==> config.mk <==
export PLATFORM = sky130hd
export DESIGN_NAME = fifo_ram_ctrl
export DESIGN_NICKNAME = d
export VERILOG_FILES = /design/src/rtl/fifo_ram_ctrl.sv
export SDC_FILE = /design/constraint.sdc
export NUM_CORES = 1
export LEC_CHECK = 0
export BUFFER_PORTS_ARGS = -buffer_cell sky130_fd_sc_hd__buf_2
export CAP_MARGIN = 0
export CORE_AREA = 2 2 65 52
export CTS_CLUSTER_DIAMETER = 80
export DETAILED_ROUTE_END_ITERATION = 6
export DIE_AREA = 0 0 67 54
export PLACE_DENSITY = 0.65
export SYNTH_ARGS = -nofsm -noshare
export SYNTH_HDL_FRONTEND = slang
export SYNTH_SLANG_ARGS = --single-unit
==> constraint.sdc <==
create_clock -name clk -period 3.4 [get_ports clk]
set_input_delay 0.51 -clock clk [delete_from_list [all_inputs] [get_ports clk]]
set_output_delay 0.51 -clock clk [all_outputs]
set_load 0.05 [all_outputs]
==> src/rtl/fifo_ram_ctrl.sv <==
// Pointer/flag controller that wraps a dual-port synchronous RAM into a circular FIFO.
// Optional macro FIFO_RAM_CTRL_PROG_THRESH_EN adds run-time almost-flag thresholds loaded during reset.
module fifo_ram_ctrl #(
    parameter int ADDR_BITS = 6,
    parameter int AF_THRESH = 60,
    parameter int AE_THRESH = 4
) (
    input  logic                 clk,
    input  logic                 reset,
    input  logic                 push,
    input  logic                 pop,
`ifdef FIFO_RAM_CTRL_PROG_THRESH_EN
    input  logic [ADDR_BITS:0]   af_thresh_in,
    input  logic [ADDR_BITS:0]   ae_thresh_in,
`endif
    output logic                 ram_write,
    output logic                 ram_read,
    output logic [ADDR_BITS-1:0] ram_addr_write,
    output logic [ADDR_BITS-1:0] ram_addr_read,
    output logic                 data_valid,
    output logic [ADDR_BITS:0]   count,
    output logic                 full,
    output logic                 empty,
    output logic                 almost_full,
    output logic                 almost_empty,
    output logic                 overflow,
    output logic                 underflow
);

    localparam int CW = ADDR_BITS + 1;
    localparam logic [ADDR_BITS:0] DEPTH_C = CW'(2 ** ADDR_BITS);
    localparam logic [ADDR_BITS:0] AF_C    = CW'(AF_THRESH);
    localparam logic [ADDR_BITS:0] AE_C    = CW'(AE_THRESH);

    logic [ADDR_BITS-1:0] wr_ptr_q, wr_ptr_d;
    logic [ADDR_BITS-1:0] rd_ptr_q, rd_ptr_d;
    logic [ADDR_BITS:0]   count_q, count_d;
    logic [ADDR_BITS:0]   af_thr, ae_thr;
    logic                 full_q, empty_q, af_q, ae_q;
    logic                 dv_q, ovf_q, udf_q;
    logic                 push_ok, pop_ok;

    // A push into a full FIFO is safe when a pop is accepted alongside it:
    // the RAM read port returns the old word on a same-address collision.
    always_comb begin
        pop_ok   = pop & ~empty_q;
        push_ok  = push & (~full_q | pop_ok);
        wr_ptr_d = wr_ptr_q + ADDR_BITS'(push_ok);
        rd_ptr_d = rd_ptr_q + ADDR_BITS'(pop_ok);
        count_d  = count_q + CW'(push_ok) - CW'(pop_ok);
    end

`ifdef FIFO_RAM_CTRL_PROG_THRESH_EN
    logic [ADDR_BITS:0] af_thr_q, ae_thr_q;

    always_ff @(posedge clk) begin
        if (reset) begin
            af_thr_q <= (af_thresh_in != '0 && af_thresh_in <= DEPTH_C) ? af_thresh_in : AF_C;
            ae_thr_q <= (ae_thresh_in < DEPTH_C) ? ae_thresh_in : AE_C;
        end
    end

    assign af_thr = af_thr_q;
    assign ae_thr = ae_thr_q;
`else
    assign af_thr = AF_C;
    assign ae_thr = AE_C;
`endif

    // Flags derive from count_d so they always agree with the registered count.
    always_ff @(posedge clk) begin
        if (reset) begin
            wr_ptr_q <= '0;
            rd_ptr_q <= '0;
            count_q  <= '0;
            full_q   <= 1'b0;
            empty_q  <= 1'b1;
            af_q     <= 1'b0;
            ae_q     <= 1'b1;
            dv_q     <= 1'b0;
            ovf_q    <= 1'b0;
            udf_q    <= 1'b0;
        end else begin
            wr_ptr_q <= wr_ptr_d;
            rd_ptr_q <= rd_ptr_d;
            count_q  <= count_d;
            full_q   <= (count_d == DEPTH_C);
            empty_q  <= (count_d == '0);
            af_q     <= (count_d >= af_thr);
            ae_q     <= (count_d <= ae_thr);
            dv_q     <= pop_ok;
            ovf_q    <= ovf_q | (push & ~push_ok);
            udf_q    <= udf_q | (pop & ~pop_ok);
        end
    end

    assign ram_write      = push_ok & ~reset;
    assign ram_read       = pop_ok & ~reset;
    assign ram_addr_write = wr_ptr_q;
    assign ram_addr_read  = rd_ptr_q;
    assign data_valid     = dv_q;
    assign count          = count_q;
    assign full           = full_q;
    assign empty          = empty_q;
    assign almost_full    = af_q;
    assign almost_empty   = ae_q;
    assign overflow       = ovf_q;
    assign underflow      = udf_q;

endmodule

==> results of run 1 <==
-- state kept, by name, summed over array words and instances, names as in the netlist --
register and cells:
count 7, ram_addr_write 6, underflow 1, overflow 1, empty 1, almost_empty 1
data_valid 1, ram_addr_read 6, almost_full 1, full 1
-- cells in the mapped netlist (all sizes together) --
master  instances
nor2b           7
o21a            1
buf             1
a21oi           5
nand3           6
and2b           1
xnor2           4
a31oi           2
nor2           25
mux2            1
nand4           1
a21o            1
nand2b          2
and3            2
dfxtp          26
nor4            1
fa              1
ha             11
clkbuf          3
o21ai           4
nand2           9
a211oi          2
o311a           1
o31ai           3
o32a            1
xor2            6
inv            13
o22ai           1
mux2i           1
nor3            2
or3             2
and2            3
-- per-stage QoR --
stage               total power (uW)  setup slack [ns]  cells  instance area (um^2)
floorplan                       1170             0.455    149                  1290
global placement                1330             0.478    216                  1480
finish                          1600             0.583    220                  1550
global route                    1740             0.381    220                  1550
CTS                             1600             0.582    220                  1550
detailed placement              1350             0.390    216                  1480
-- worst max-delay path: stages, from the launching register on --
cell and delay (ns):
dfxtp_1 0.33, nand2b_1 0.21, nand2_1 0.10, nand2_1 0.09, ha_1 0.28, inv_1 0.06
ha_1 0.17, inv_1 0.06, fa_1 0.42, and2b_1 0.23, o21ai_2 0.08, mux2_2 0.29
a211oi_2 0.28, o31ai_1 0.12
-- layer usage --
layer | global-route usage (%) | part of all wire [%]
met1 | 20.7 | 47
met2 | 24.9 | 47
met3 | 4.39 | 4.6
met4 | 3.06 | 0.71
met5 | 0 | 0
-- worst min-delay path by stage --
stage	start	end	slack [ns]	cells after the start
after global placement	underflow	underflow	0.44	2
after floorplan	pop	underflow	0.65	2
after global routing	pop	underflow	0.52	3
after detailed placement	underflow	underflow	0.45	2
final	underflow	underflow	0.47	2
after CTS	underflow	underflow	0.47	2
-- where the power goes --
part           total (uW)  leakage (uW)  switching [uW]  internal, uW
logic                 953      0.000506             618           336
registers             396      0.000213            35.3           360
clock network         250     0.0000357            92.9           157
total                1600      0.000755             746           854
-- cell families after synthesis --
family	after synthesis
muxes	2
xor gates and xnor gates	10
buffers and inverters	17
AOI/OAI and AO/OA	21
and+or+nand+nor	61
adders and majority gates	12
DFF	26
-- area by class of cell --
type | count | area [um^2] | area share, %
multi-input combinational | 106 | 708 | 45.6
inverter | 13 | 48.8 | 3.14
timing repair buffer | 31 | 155 | 9.98
tap | 40 | 50.0 | 3.22
sequential | 26 | 520 | 33.5
clock inverter | 1 | 30.0 | 1.93
clock buffer | 3 | 41.3 | 2.66
==> impl_metrics.yaml, run 1 <==
yosys:
  synth_area_leader_cell: "dfxtp_1"
  synth.area.top_cells: "dfxtp_1 (40%), ha_1 (11%), nor2_1 (7.3%), xor2_1 (4.1%), inv_1 (3.8%)"
  yosys.area_share.adder_pct: 12.2
  synthSimpleGateAreaFrac_pct: 22.9
  synth_area_per_cell_um2: 8.68
  synthCells: 149
  synth_cell_type_count: 35
  netlist_area_um2: 1290
  ys_warn_count: 0
  syn_nets: 165
  synth_seq_cells: 26
  synth_compound_area_share_pct: 11.2
  synth_xor_area_share_pct: 6.77
  synth_top_family_by_area: "simple AND/OR/NAND/NOR gates"
  synth_top_area_share_pct: 40.2
  ys_seq_area_share_pct: 40.2
  synth.area.mux_share_pct: 1.64
cts:
  cts_resized: 0
  clk_pin_slew_ns: 0.09
  root_buffer: "clkbuf_8"
  clock_path_buffers: 2
  htreeDepth: 1
  hold_buffers: 0
  numCtsBuffers: 3
  cts_tree: "done"
  post-cts-setup-buffers: 0
  worstSkewPairLatency_ns: 0.27
  cts_sinks: 26
global_route:
  grt_util_all_layers_pct: 15.4
  grt_overflow: 0
  antenna_found_initial: 0
  grt_max_degree: 27
  grt_pass1_wl_um: 4230
  grt_pass1_vias: 958
critical_path:
  r2r-start: "empty"
  cp-endpoint: "almost_empty"
  reg2reg_to: "almost_empty"
  critPathMaxFanout: 5
  r2r_slack_ns: 0.58
  worstSetupPathType: "reg2reg"
  arrival_ns: 2.97
  startpoint_type: "register"
  critPathRequiredTime_ns: 3.56
  end_kind: "register"
  critPathLaunch: "empty"
  r2r_cells: 13
finish:
  final_common_cell: "buf_2"
  nFillCells: 314
  drive_gt1_share_pct: 22.2
  syn_to_final_growth_pct: 20.1
  final_cell_mix: "buf_2 (31), dfxtp_1 (26), nor2_1 (25), inv_1 (13), ha_1 (11)"
  n_antenna_cell: 0
  nNetsFinal: 197
  fin_util_pct: 50.7
place:
  hpwl_um: 1990
  globalplace.congestion: 0.828
  portBuffers: 31
timing:
  fin_crit_ns: 2.82
  finalClockSkew_ns: 0.00294
  finalCritPeriodShare_pct: 82.9
  tns_ns: 0
  rsz0062_at_grt: "no"
  drv_slew: 0
  setup_viol: 0
  max_freq_ghz: 0.355
  worst_hold_slack_ns: 0.467
  relSlewSlack_pct: 66.7
  worst_pin_slew_ns: 0.494
  hold_viol_final: 0
route:
  vias: 1084
  wl_um: 2550
  first_iter_violations: 83
  drc_errors: 0
  drt_first_pass_iters: 5
  viasPerCell: 4.93
  drtAntennaViolNets: 0
  wl_per_cell_um: 11.6
power_and_ir_drop:
  pwr_density_cell_nw_per_um2: 1030
  ir_drop_mv: 0.350
  power.leakage_uw: 0.000755
floorplan:
  initial_utilization_pct: 42.2
  die_width_um: 67
  die_h_um: 54
  core_um2: 3060
  die_area_um2: 3620
  row_count: 18
  io_pins: 32
flow_run:
  maxCapViolCount: 0
min_path:
  hold_path.class: "reg2reg"
run_status:
  outcome: "finished clean"
Power figures use the tool's default switching activity.
==> run 2: changes to the inputs <==
Clock period 3.4 ns to 2.89 ns, I/O delays scaled along.
==> run 2 against run 1 <==
Effect of this change: worst hold slack lost 0.044 ns; die area did not move; final area rose by 2.1%.
==> impl_metrics.yaml, run 2 (synthesis gave the netlist of run 1 again) <==
timing:
  setup_viol: 0
  hold_viol_final: 0
  max_freq_ghz: 0.376
  setup_ws_ns: 0.234
  finalCritPeriodShare_pct: 91.9
  rsz0062_at_grt: "no"
  worst_pin_slew_ns: 0.459
  worst_hold_slack_ns: 0.423
  fin_crit_ns: 2.66
  finalClockSkew_ns: 0.00446
  tns_ns: 0
  relSlewSlack_pct: 69.4
  drv_slew: 0
power_and_ir_drop:
  p_clk_share_pct: 12.2
  power_switching_share_pct: 48.0
  p_seq_share_pct: 24.7
  pwr_density_cell_nw_per_um2: 1190
  ir_drop_mv: 0.393
  combPwrFrac_pct: 63.1
  p_sw_uw: 903
  power.leakage_uw: 0.000768
  internal_power_uw: 979
route:
  wl_per_cell_um: 11.4
  vias: 1080
  first_iter_violations: 41
  drc_errors: 0
  drtAntennaViolNets: 0
  drt_first_pass_iters: 4
  viasPerCell: 4.86
  wl_um: 2540
global_route:
  grt_pass1_wl_um: 4040
  antenna_found_initial: 0
  grt_overflow: 0
  grt_max_degree: 27
  grt_pass1_vias: 893
  grt_util_all_layers_pct: 15.2
finish:
  n_antenna_cell: 0
  fin_cells: 222
  final_common_cell: "buf_2"
  drive_gt1_share_pct: 26.4
  final_cell_mix: "buf_2 (31), nor2_1 (25), dfxtp_1 (25), inv_1 (13), ha_1 (10)"
  syn_to_final_growth_pct: 22.6
  largest_register_ffs: 7
  fin_util_pct: 51.8
  nNetsFinal: 199
critical_path:
  r2r_cells: 13
  critPathRequiredTime_ns: 3.04
  arrival_ns: 2.81
  critPathMaxFanout: 3
  end_kind: "register"
  startpoint_type: "register"
  worstSetupPathType: "reg2reg"
flow_run:
  maxCapViolCount: 0
cts:
  htreeDepth: 1
  clk_pin_slew_ns: 0.08
  clock_path_buffers: 2
  post-cts-setup-buffers: 0
  worstSkewPairLatency_ns: 0.27
  cts_sinks: 26
  numCtsBuffers: 3
  cts_tree: "done"
  root_buffer: "clkbuf_8"
place:
  post-place-ws_ns: 0.0312
  portBuffers: 31
  globalplace.congestion: 0.832
  dpl.cell_count: 218
  hpwl_um: 1990
floorplan:
  core_um2: 3060
  row_count: 18
  io_pins: 32
  die_area_um2: 3620
  die_width_um: 67
  die_h_um: 54
  initial_utilization_pct: 42.2
min_path:
  hold_path.class: "in2reg"
  holdPathStages: 3
run_status:
  outcome: "finished clean"
## run 2: cell types whose count changed in the layout (fill, tap and decap cells not counted), sizes merged
cell and change:
buf +2, bufinv -1, clkbuf +1
## run 2: area by class of cell
cell class / instances / area (um^2)
multi-input cells: 106 / 741
repair buffers: 33 / 170
well taps: 40 / 50.0
inverters: 13 / 48.8
flip-flops and latches: 26 / 522
fillers: 317 / 1480
clock buffers: 4 / 55.1
## run 2: metrics by stage
step           cell area (um^2)  total power (uW)
5_1_grt                    1590              2030
6_report                   1590              1880
4_1_cts                    1550              1820
2_1_floorplan              1290              1380
3_3_place_gp               1500              1570
3_5_place_dp               1500              1580
## run 2: worst paths after layout
| path | startpoint | end | slack, ns |
|---|---|---|---|
| max | empty | almost_empty | 0.23 |
| min | push | overflow | 0.42 |
| max reg2reg | empty | almost_empty | 0.23 |
| min reg2reg | underflow | underflow | 0.47 |
## run 2: power groups by stage
stage	registers [uW]	logic, uW	clock network, uW
floorplan	684	692	0
global placement	472	1100	0
detailed placement	475	1110	0
CTS	466	1110	241
global route	475	1300	253
finish	465	1190	229
## run 2: critical path, stage by stage (launching register included)
cell and delay [ns]:
dfxtp_2 0.33, nand2b_4 0.14, nand2_1 0.06, nand2_1 0.07
ha_1 0.27, inv_1 0.06, ha_2 0.18, inv_1 0.05
fa_2 0.35, and2b_1 0.22, o21ai_2 0.09, mux2_4 0.32
a211oi_4 0.29, o31ai_1 0.11
## run 2: what timing repair did
action                     in CTS  in global routing
hold buffers                    0                  0
setup endpoints to repair       0                  3
resized for setup               0                  7
## run 2: per-layer routing
layer,vias to the layer above,GRT usage (%),routed length (um)
li1,562,-,-
met4,0,4.08,10
met2,18,24.9,1190
met1,498,19.5,1220
met3,2,4.81,117
met5,-,0,0
==> run 3: changes to the inputs <==
Settings changed: CAP_MARGIN 0 to default, REMOVE_ABC_BUFFERS from default to 1.
==> run 3 against run 2 <==
Effect of this change: fmax down 3.2%; die area unchanged; largest cell class unchanged; worst hold slack improved by 0.0018 ns; via count is 1.0% higher; count of clock-buffer cells in the layout decreased by 1; clock skew decreased by 0.0018 ns; wire length is 6.5% higher; highest routed layer unchanged; utilization decreased by 0.45 points; non-clock buffer count up 1; worst setup slack worse by 0.088 ns.
==> impl_metrics.yaml, run 3 (synthesis gave the netlist of run 1 again) <==
route:
  drt_first_pass_iters: 4
  viasPerCell: 4.91
  first_iter_violations: 26
  drc_errors: 0
  drtAntennaViolNets: 0
  wl_um: 2700
  vias: 1091
  wl_per_cell_um: 12.2
floorplan:
  core_um2: 3060
  io_pins: 32
  die_h_um: 54
  row_count: 18
  die_area_um2: 3620
  die_width_um: 67
  initial_utilization_pct: 42.2
cts:
  worstSkewPairLatency_ns: 0.27
  numCtsBuffers: 3
  hold_buffers: 0
  clk_pin_slew_ns: 0.08
  root_buffer: "clkbuf_8"
  cts_tree: "done"
  cts_sinks: 26
  htreeDepth: 1
  clock_path_buffers: 2
critical_path:
  r2r_cells: 13
  cp-endpoint: "empty"
  critPathLaunch: "empty"
  startpoint_type: "register"
  slowest_stage: "mux2_2"
  r2r-start: "empty"
  end_kind: "register"
  critPathRequiredTime_ns: 3.04
  r2r_slack_ns: 0.15
  arrival_ns: 2.90
  cp.depth: 13
  crit_path_max_incr_delay_ns: 0.39
  reg2reg_to: "empty"
  crit_buf_inv: 2
  crit_chain: "nand2b_4 > nand2_1 > nand2_1 > ha_1 > inv_1 > ha_1 > inv_1 > fa_2 > and2b_1 > o21ai_2 > mux2_2 > a211oi_4 > o31ai_1"
  critPathTopFamily: "adder cells"
  worstSetupPathType: "reg2reg"
  critPathMaxFanout: 3
timing:
  finalCritPeriodShare_pct: 95.0
  hold_viol_final: 0
  worst_pin_slew_ns: 0.460
  max_freq_ghz: 0.364
  finalClockSkew_ns: 0.00265
  relSlewSlack_pct: 69.3
  setup_viol: 0
  tns_ns: 0
  fin_crit_ns: 2.74
  drv_slew: 0
place:
  portBuffers: 31
  hpwl_um: 1880
  dpl.cell_count: 218
  globalplace.congestion: 0.845
global_route:
  grt_overflow: 0
  antenna_found_initial: 0
  grt_max_degree: 27
  grt_util_all_layers_pct: 15.3
  grt_pass1_vias: 961
  grt_pass1_wl_um: 4170
flow_run:
  maxCapViolCount: 0
finish:
  largest_register_ffs: 7
  nFillCells: 315
  final_common_cell: "buf_2"
  fin_cells: 222
  final_cell_mix: "buf_2 (31), dfxtp_1 (26), nor2_1 (25), inv_1 (13), ha_1 (11)"
  syn_to_final_growth_pct: 21.6
  nNetsFinal: 200
  drive_gt1_share_pct: 25.3
  n_antenna_cell: 0
run_status:
  outcome: "finished clean"
power_and_ir_drop:
  pwr_density_cell_nw_per_um2: 1210
  ir_drop_mv: 0.955
  power.leakage_uw: 0.000763
min_path:
  hold_path.class: "in2reg"
-- run 3: worst min path at each step --
| stage | start | to | slack (ns) | depth (start not counted) |
|---|---|---|---|---|
| floorplan | reset | count[1] | 0.50 | 1 |
| global placement | underflow | underflow | 0.45 | 2 |
| detailed placement | underflow | underflow | 0.46 | 2 |
| CTS | pop | underflow | 0.40 | 3 |
| global route | push | overflow | 0.44 | 3 |
| finish | push | overflow | 0.42 | 3 |
-- run 3: layout make-up --
class,count,area [um^2],share of cell area (%)
Tap cell,40,50.0,3.18
Sequential cell,26,520,33.1
Multi-Input combinational cell,106,734,46.7
Timing Repair Buffer,34,178,11.3
Clock buffer,3,41.3,2.63
Inverter,13,48.8,3.10
-- run 3: routing by layer --
layer  wire (um)  track usage [%]  vias up
li1            -                -      561
met1        1280             20.7      505
met2        1280             23.4       19
met3         106             4.60        6
met4          34             5.10        0
met5           0                0        -
-- run 3: tightest hold or removal path: stages --
cell and delay, ns:
buf_2 0.09, a31oi_1 0.06, nor2_1 0.07
-- run 3: where the power goes --
part / internal (uW) / switching, uW / total, uW
Combinational: 440 / 789 / 1230
Clock: 93.3 / 107 / 200
Sequential: 424 / 43.0 / 467
-- run 3: stage by stage --
step	utilization, %	power (uW)	setup slack [ns]	hold WS, ns	cell area (um^2)
after floorplan	-	1370	-0.0551	0.500	1280
after global placement	48.9	1570	0.120	0.445	1500
after detailed placement	48.9	1580	0.0472	0.456	1500
after CTS	50.2	1790	0.130	0.405	1540
after global routing	51.3	2050	-0.0725	0.436	1570
final	51.3	1900	0.145	0.425	1570
-- run 3: what timing repair did --
item / in CTS / in global routing
setup buffers: 0 / 1
endpoints found under the setup margin: 0 / 4
resized for setup: 0 / 5
